`config.mk`:
```
export PLATFORM = sky130hd
export DESIGN_NAME = adder_vector_player
export DESIGN_NICKNAME = d
export VERILOG_FILES = /design/src/rtl/adder_vector_player.sv
export SDC_FILE = /design/constraint.sdc
export NUM_CORES = 1
export LEC_CHECK = 0
export CAP_MARGIN = 20
export CORE_MARGIN = 1.5
export CORE_UTILIZATION = 50
export DETAILED_ROUTE_END_ITERATION = 12
export PLACE_DENSITY = 0.7
export SKIP_CTS_REPAIR_TIMING = 1
export SLEW_MARGIN = 5
export SYNTH_ARGS = -nofsm -noshare
export SYNTH_HDL_FRONTEND = slang
export SYNTH_SLANG_ARGS = --single-unit
```
`constraint.sdc`:
```
create_clock -name clk -period 2.9 [get_ports clk]
set_input_delay 0.725 -clock clk [delete_from_list [all_inputs] [get_ports clk]]
set_output_delay 0.725 -clock clk [all_outputs]
set_load 0.01 [all_outputs]
```
`src/rtl/adder_vector_player.sv`:
```
// adder_vector_player: plays a loadable table of full-adder vectors to a DUT and counts output mismatches.
// Optional ADDER_VP_STOP_ON_ERR_EN ends a run at the first mismatching vector.
module adder_vector_player #(
    parameter int DEPTH  = 16,
    parameter int ADDR_W = 4,
    parameter int SETTLE = 1
) (
    input  logic              clk,
    input  logic              rst_n,
    input  logic              wr_en,
    input  logic [ADDR_W-1:0] wr_addr,
    input  logic [4:0]        wr_data,
    input  logic [ADDR_W:0]   num_vec,
    input  logic              start,
    output logic              busy,
    output logic              done,
    output logic              dut_a,
    output logic              dut_b,
    output logic              dut_cin,
    input  logic              dut_sum,
    input  logic              dut_cout,
    output logic [ADDR_W:0]   err_count,
    output logic              first_err_valid,
    output logic [ADDR_W-1:0] first_err_idx
);
    localparam logic [2:0] S_IDLE  = 3'd0;
    localparam logic [2:0] S_LOAD  = 3'd1;
    localparam logic [2:0] S_DRIVE = 3'd2;
    localparam logic [2:0] S_WAIT  = 3'd3;
    localparam logic [2:0] S_CHECK = 3'd4;
    localparam logic [2:0] S_DONE  = 3'd5;
    localparam int CNT_W = $clog2(SETTLE) + 1;
    localparam logic [ADDR_W:0] N_MAX = (ADDR_W+1)'(DEPTH);
`ifdef ADDER_VP_STOP_ON_ERR_EN
    localparam logic STOP_ON_ERR = 1'b1;
`else
    localparam logic STOP_ON_ERR = 1'b0;
`endif

    logic [4:0]        mem_q [DEPTH];
    logic [4:0]        mem_d [DEPTH];
    logic [2:0]        state_q, state_d;
    logic [ADDR_W-1:0] idx_q, idx_d;
    logic [ADDR_W:0]   n_q, n_d;
    logic [CNT_W-1:0]  cnt_q, cnt_d;
    logic              a_q, a_d, b_q, b_d, cin_q, cin_d;
    logic              done_q, done_d;
    logic [ADDR_W:0]   err_q, err_d;
    logic              fev_q, fev_d;
    logic [ADDR_W-1:0] fei_q, fei_d;
    logic [4:0]        vec;
    logic              mismatch, last, stop;

    assign busy            = (state_q == S_DRIVE) || (state_q == S_WAIT) || (state_q == S_CHECK);
    assign done            = done_q;
    assign dut_a           = a_q;
    assign dut_b           = b_q;
    assign dut_cin         = cin_q;
    assign err_count       = err_q;
    assign first_err_valid = fev_q;
    assign first_err_idx   = fei_q;

    always_comb begin
        mem_d = mem_q;
        if (wr_en && !busy) mem_d[wr_addr] = wr_data;
    end

    always_ff @(posedge clk) mem_q <= mem_d;

    always_comb begin
        state_d  = state_q;
        idx_d    = idx_q;
        n_d      = n_q;
        cnt_d    = cnt_q;
        a_d      = a_q;
        b_d      = b_q;
        cin_d    = cin_q;
        done_d   = done_q;
        err_d    = err_q;
        fev_d    = fev_q;
        fei_d    = fei_q;
        vec      = mem_q[idx_q];
        mismatch = {dut_sum, dut_cout} != vec[1:0];
        last     = {1'b0, idx_q} == n_q - 1'b1;
        stop     = last || (STOP_ON_ERR && mismatch);
        case (state_q)
            S_IDLE, S_DONE: begin
                if (start) begin
                    n_d     = (num_vec > N_MAX) ? N_MAX : num_vec;
                    idx_d   = '0;
                    err_d   = '0;
                    fev_d   = 1'b0;
                    fei_d   = '0;
                    done_d  = 1'b0;
                    state_d = S_LOAD;
                end
            end
            // One accept cycle so a same-edge table write is visible to the first DRIVE.
            S_LOAD: begin
                state_d = (n_q == '0) ? S_DONE : S_DRIVE;
                done_d  = (n_q == '0);
            end
            S_DRIVE: begin
                {a_d, b_d, cin_d} = vec[4:2];
                cnt_d   = '0;
                state_d = S_WAIT;
            end
            S_WAIT: begin
                cnt_d   = cnt_q + 1'b1;
                state_d = (cnt_q == CNT_W'(SETTLE - 1)) ? S_CHECK : S_WAIT;
            end
            S_CHECK: begin
                if (mismatch) begin
                    err_d = (err_q == '1) ? err_q : err_q + 1'b1;
                    fev_d = 1'b1;
                    fei_d = fev_q ? fei_q : idx_q;
                end
                state_d = stop ? S_DONE : S_DRIVE;
                done_d  = stop;
                idx_d   = stop ? idx_q : idx_q + 1'b1;
            end
            default: state_d = S_IDLE;
        endcase
    end

    always_ff @(posedge clk or negedge rst_n) begin
        if (!rst_n) begin
            state_q <= S_IDLE;
            idx_q   <= '0;
            n_q     <= '0;
            cnt_q   <= '0;
            a_q     <= 1'b0;
            b_q     <= 1'b0;
            cin_q   <= 1'b0;
            done_q  <= 1'b0;
            err_q   <= '0;
            fev_q   <= 1'b0;
            fei_q   <= '0;
        end else begin
            state_q <= state_d;
            idx_q   <= idx_d;
            n_q     <= n_d;
            cnt_q   <= cnt_d;
            a_q     <= a_d;
            b_q     <= b_d;
            cin_q   <= cin_d;
            done_q  <= done_d;
            err_q   <= err_d;
            fev_q   <= fev_d;
            fei_q   <= fei_d;
        end
    end
endmodule
```
==> run metrics, run 1 <==
run status finished, final reports clean; largest vdd supply drop 390 µV; initial DRC count 201; Clock Path Buffers 2; Detail Route Antenna Nets 0; relative slew slack 61.2%; async set or reset register ratio after synthesis 25.2%; WP data required 2.17 ns; clock tree root buffer cell sky130_fd_sc_hd__clkbuf_8; Rows 35; global placer's final weighted congestion 0.805; fin crit period 2.77 ns; routed len/inst 18.7 µm; cell depth of the worst hold path 2; most used routing layer met2; total number of nets in the final design 403; dominant register cell in the synthesized netlist sky130_fd_sc_hd__edfxtp_1; Inserted Diodes 0; depth of the CTS H-tree 3; number of iterations in the first detailed-routing pass 4; worst-skew pair later-pin latency 0.38 ns; met2 routing resource usage after global routing 35.0%; number of synthesized flops with an enable pin 80; Least-Margin Pin Slew 0.580 ns; count of distinct cell types in the synthesized netlist 54; global router's overall resource usage 20.1%; chip height 100 µm; HPWL after detailed placement 6470 µm; startpoint types flip-flop; number of warnings printed during yosys synthesis 0; most numerous cell in the Yosys netlist sky130_fd_sc_hd__edfxtp_1; CTS tree done; post-place setup slack 0.333 ns; achievable frequency 0.361 GHz; Avg Synthesized Cell Area 14.2 µm²; pwr/cell area 788 nW/µm²; met3 Usage GRT 4.46%; final critical-path share of the clock period 95.6%; most frequent cells after synthesis sky130_fd_sc_hd__edfxtp_1 (80), sky130_fd_sc_hd__dfrtp_1 (27), sky130_fd_sc_hd__nand2_1 (26); Register-to-Register Path Depth 8; number of global-route vias before repair 2,943; Critical Path AT 2.05 ns; sum of overflow across all layers after global routing 0; total die area 10,000 µm²; leakage power 0.00194 µW; antenna violations before repair 0; fraction of final layout cells with drive strength greater than 1 13.5%; initial standard-cell utilization of the core 51.4%; clock transition time at the flip-flop clock pins of the worst setup and hold paths 0.11 ns; Mapped Nets 358; endpoints failing hold 0; unrepaired setup endpoints after global routing no; clock sink total 107; Seq/Total Area, Yosys 65.1%; number of max-capacitance violations reported 0; flop and latch count out of synthesis 107; chip width 100 µm; fin worst setup slack 0.129 ns; post-detailed-route via-to-cell ratio 5.90; kind of capture point of the worst setup path output pin; netlist area before placement 4730 µm²; Final Max Slew Viols 0; number of buffers created by CTS 9; final setup fails 0; worst setup path category reg2out; top-level port count 35; largest driver fanout on the critical path 13; sum of routed wire length over all layers 9260 µm; post-synthesis cell type with the largest combined area sky130_fd_sc_hd__edfxtp_1; Synth area leaders sky130_fd_sc_hd__edfxtp_1 (51%), sky130_fd_sc_hd__dfrtp_1 (14%), sky130_fd_sc_hd__mux4_2 (4.8%); area added between synthesis and finish 15.4%; Setup Total Neg Slack 0 ns; number of remaining DRC errors 0; first-pass GRT wire length 15,100 µm; number of filler instances in the final layout 764; area inside the core boundary 9200 µm²; hold crit path type reg2reg; share of the synthesized area in the top cell type 50.8%; largest clock skew in the final design 0.0119 ns; total vias in the final route 2,919; pin count of the biggest net entering global routing 28; number of instances in the synthesized netlist 334; GR Util met1 25.5%; number of port buffers 34
worst max-delay path, stage by stage, from the launching register on:
cell,delay (ns)
sky130_fd_sc_hd__dfrtp_2,0.49
sky130_fd_sc_hd__nand2b_1,0.23
sky130_fd_sc_hd__or2_4,0.32
sky130_fd_sc_hd__nand2_1,0.09
sky130_fd_sc_hd__clkdlybuf4s50_1,0.53
registers in the layout, summed over array words and instances, names as in the netlist:
register / count
cnt_q: 1
done: 1
dut_a: 1
dut_b: 1
dut_cin: 1
err_count: 5
first_err_idx: 4
first_err_valid: 1
idx_q: 4
mem_q: 80
n_q: 5
state_q: 3
cells by family (layout without fill, tap and decap cells):
kind of cell,after synthesis,after routing,synth area share (%)
simple gates,107,107,12.0
xor+xnor,9,9,1.67
mux,33,33,9.71
flops,107,107,65.1
fa+ha+maj,4,4,1.06
buf+inv,21,71,2.17
compound gates,53,53,8.28
worst paths after layout:
path                           endpoint  slack (ns)        from
setup reg to reg           err_count[4]        0.35    idx_q[0]
min in group asynchronous  err_count[1]        0.72       rst_n
hold / removal                     done        0.52        done
max in group asynchronous      idx_q[0]        1.89       rst_n
hold reg to reg                    done        0.52        done
setup / recovery                   busy        0.13  state_q[1]
metal layers:
metal / wire length (µm) / vias up
met5: 0 / -
met4: 130 / 0
met3: 460 / 12
met2: 4770 / 84
met1: 3900 / 1440
li1: - / 1383
area by class of cell:
type	count	area, µm²	area share [%]
inverter	6	22.5	0.413
tap	111	139	2.55
timing repair buffer	49	453	8.30
clock buffer	9	124	2.27
clock inverter	7	88.8	1.63
multi-input combinational	206	1550	28.4
sequential	107	3080	56.5
power breakdown:
part           total [µW]  internal, µW  switching (µW)  leakage [µW]
Clock                 963           366             597      0.000110
Combinational        1330           669             663      0.000756
Sequential           2000          1800             206       0.00107
stage by stage:
stage               hold WS (ns)  cell area (µm²)  util (%)  instances  power [µW]
floorplan                  0.429             4730         -        334        2960
global placement           0.500             5240      57.0        479        3340
detailed placement         0.502             5240      57.0        479        3370
CTS                        0.528             5450      59.3        495        4330
global route               0.563             5460      59.3        495        4550
finish                     0.522             5460      59.3        495        4300
cell usage in the layout (no fill, tap or decap), drive strengths merged, types with 8 or more instances in the layout:
cell,synthesis,layout
dfrtp,27,27
inv,6,13
clkbuf,10,9
mux2i,20,20
nand3,15,15
o21ai,9,9
clkdlybuf4s50,0,34
edfxtp,80,80
nand2b,8,8
nor2,23,23
buf,5,15
nand2,26,26
mux4,10,10
Note: power is estimated with default switching activity, not from simulation.
==> run 2, diff against run 1 <==
--- a/config.mk
+++ b/config.mk
@@ -9,6 +9,7 @@
 export CORE_MARGIN = 1.5
 export CORE_UTILIZATION = 50
 export DETAILED_ROUTE_END_ITERATION = 12
+export HOLD_SLACK_MARGIN = 0.08
 export PLACE_DENSITY = 0.7
 export SKIP_CTS_REPAIR_TIMING = 1
 export SLEW_MARGIN = 5
==> results of run 2 <==
Final layout, timing and power as in run 1 (identical DEF).
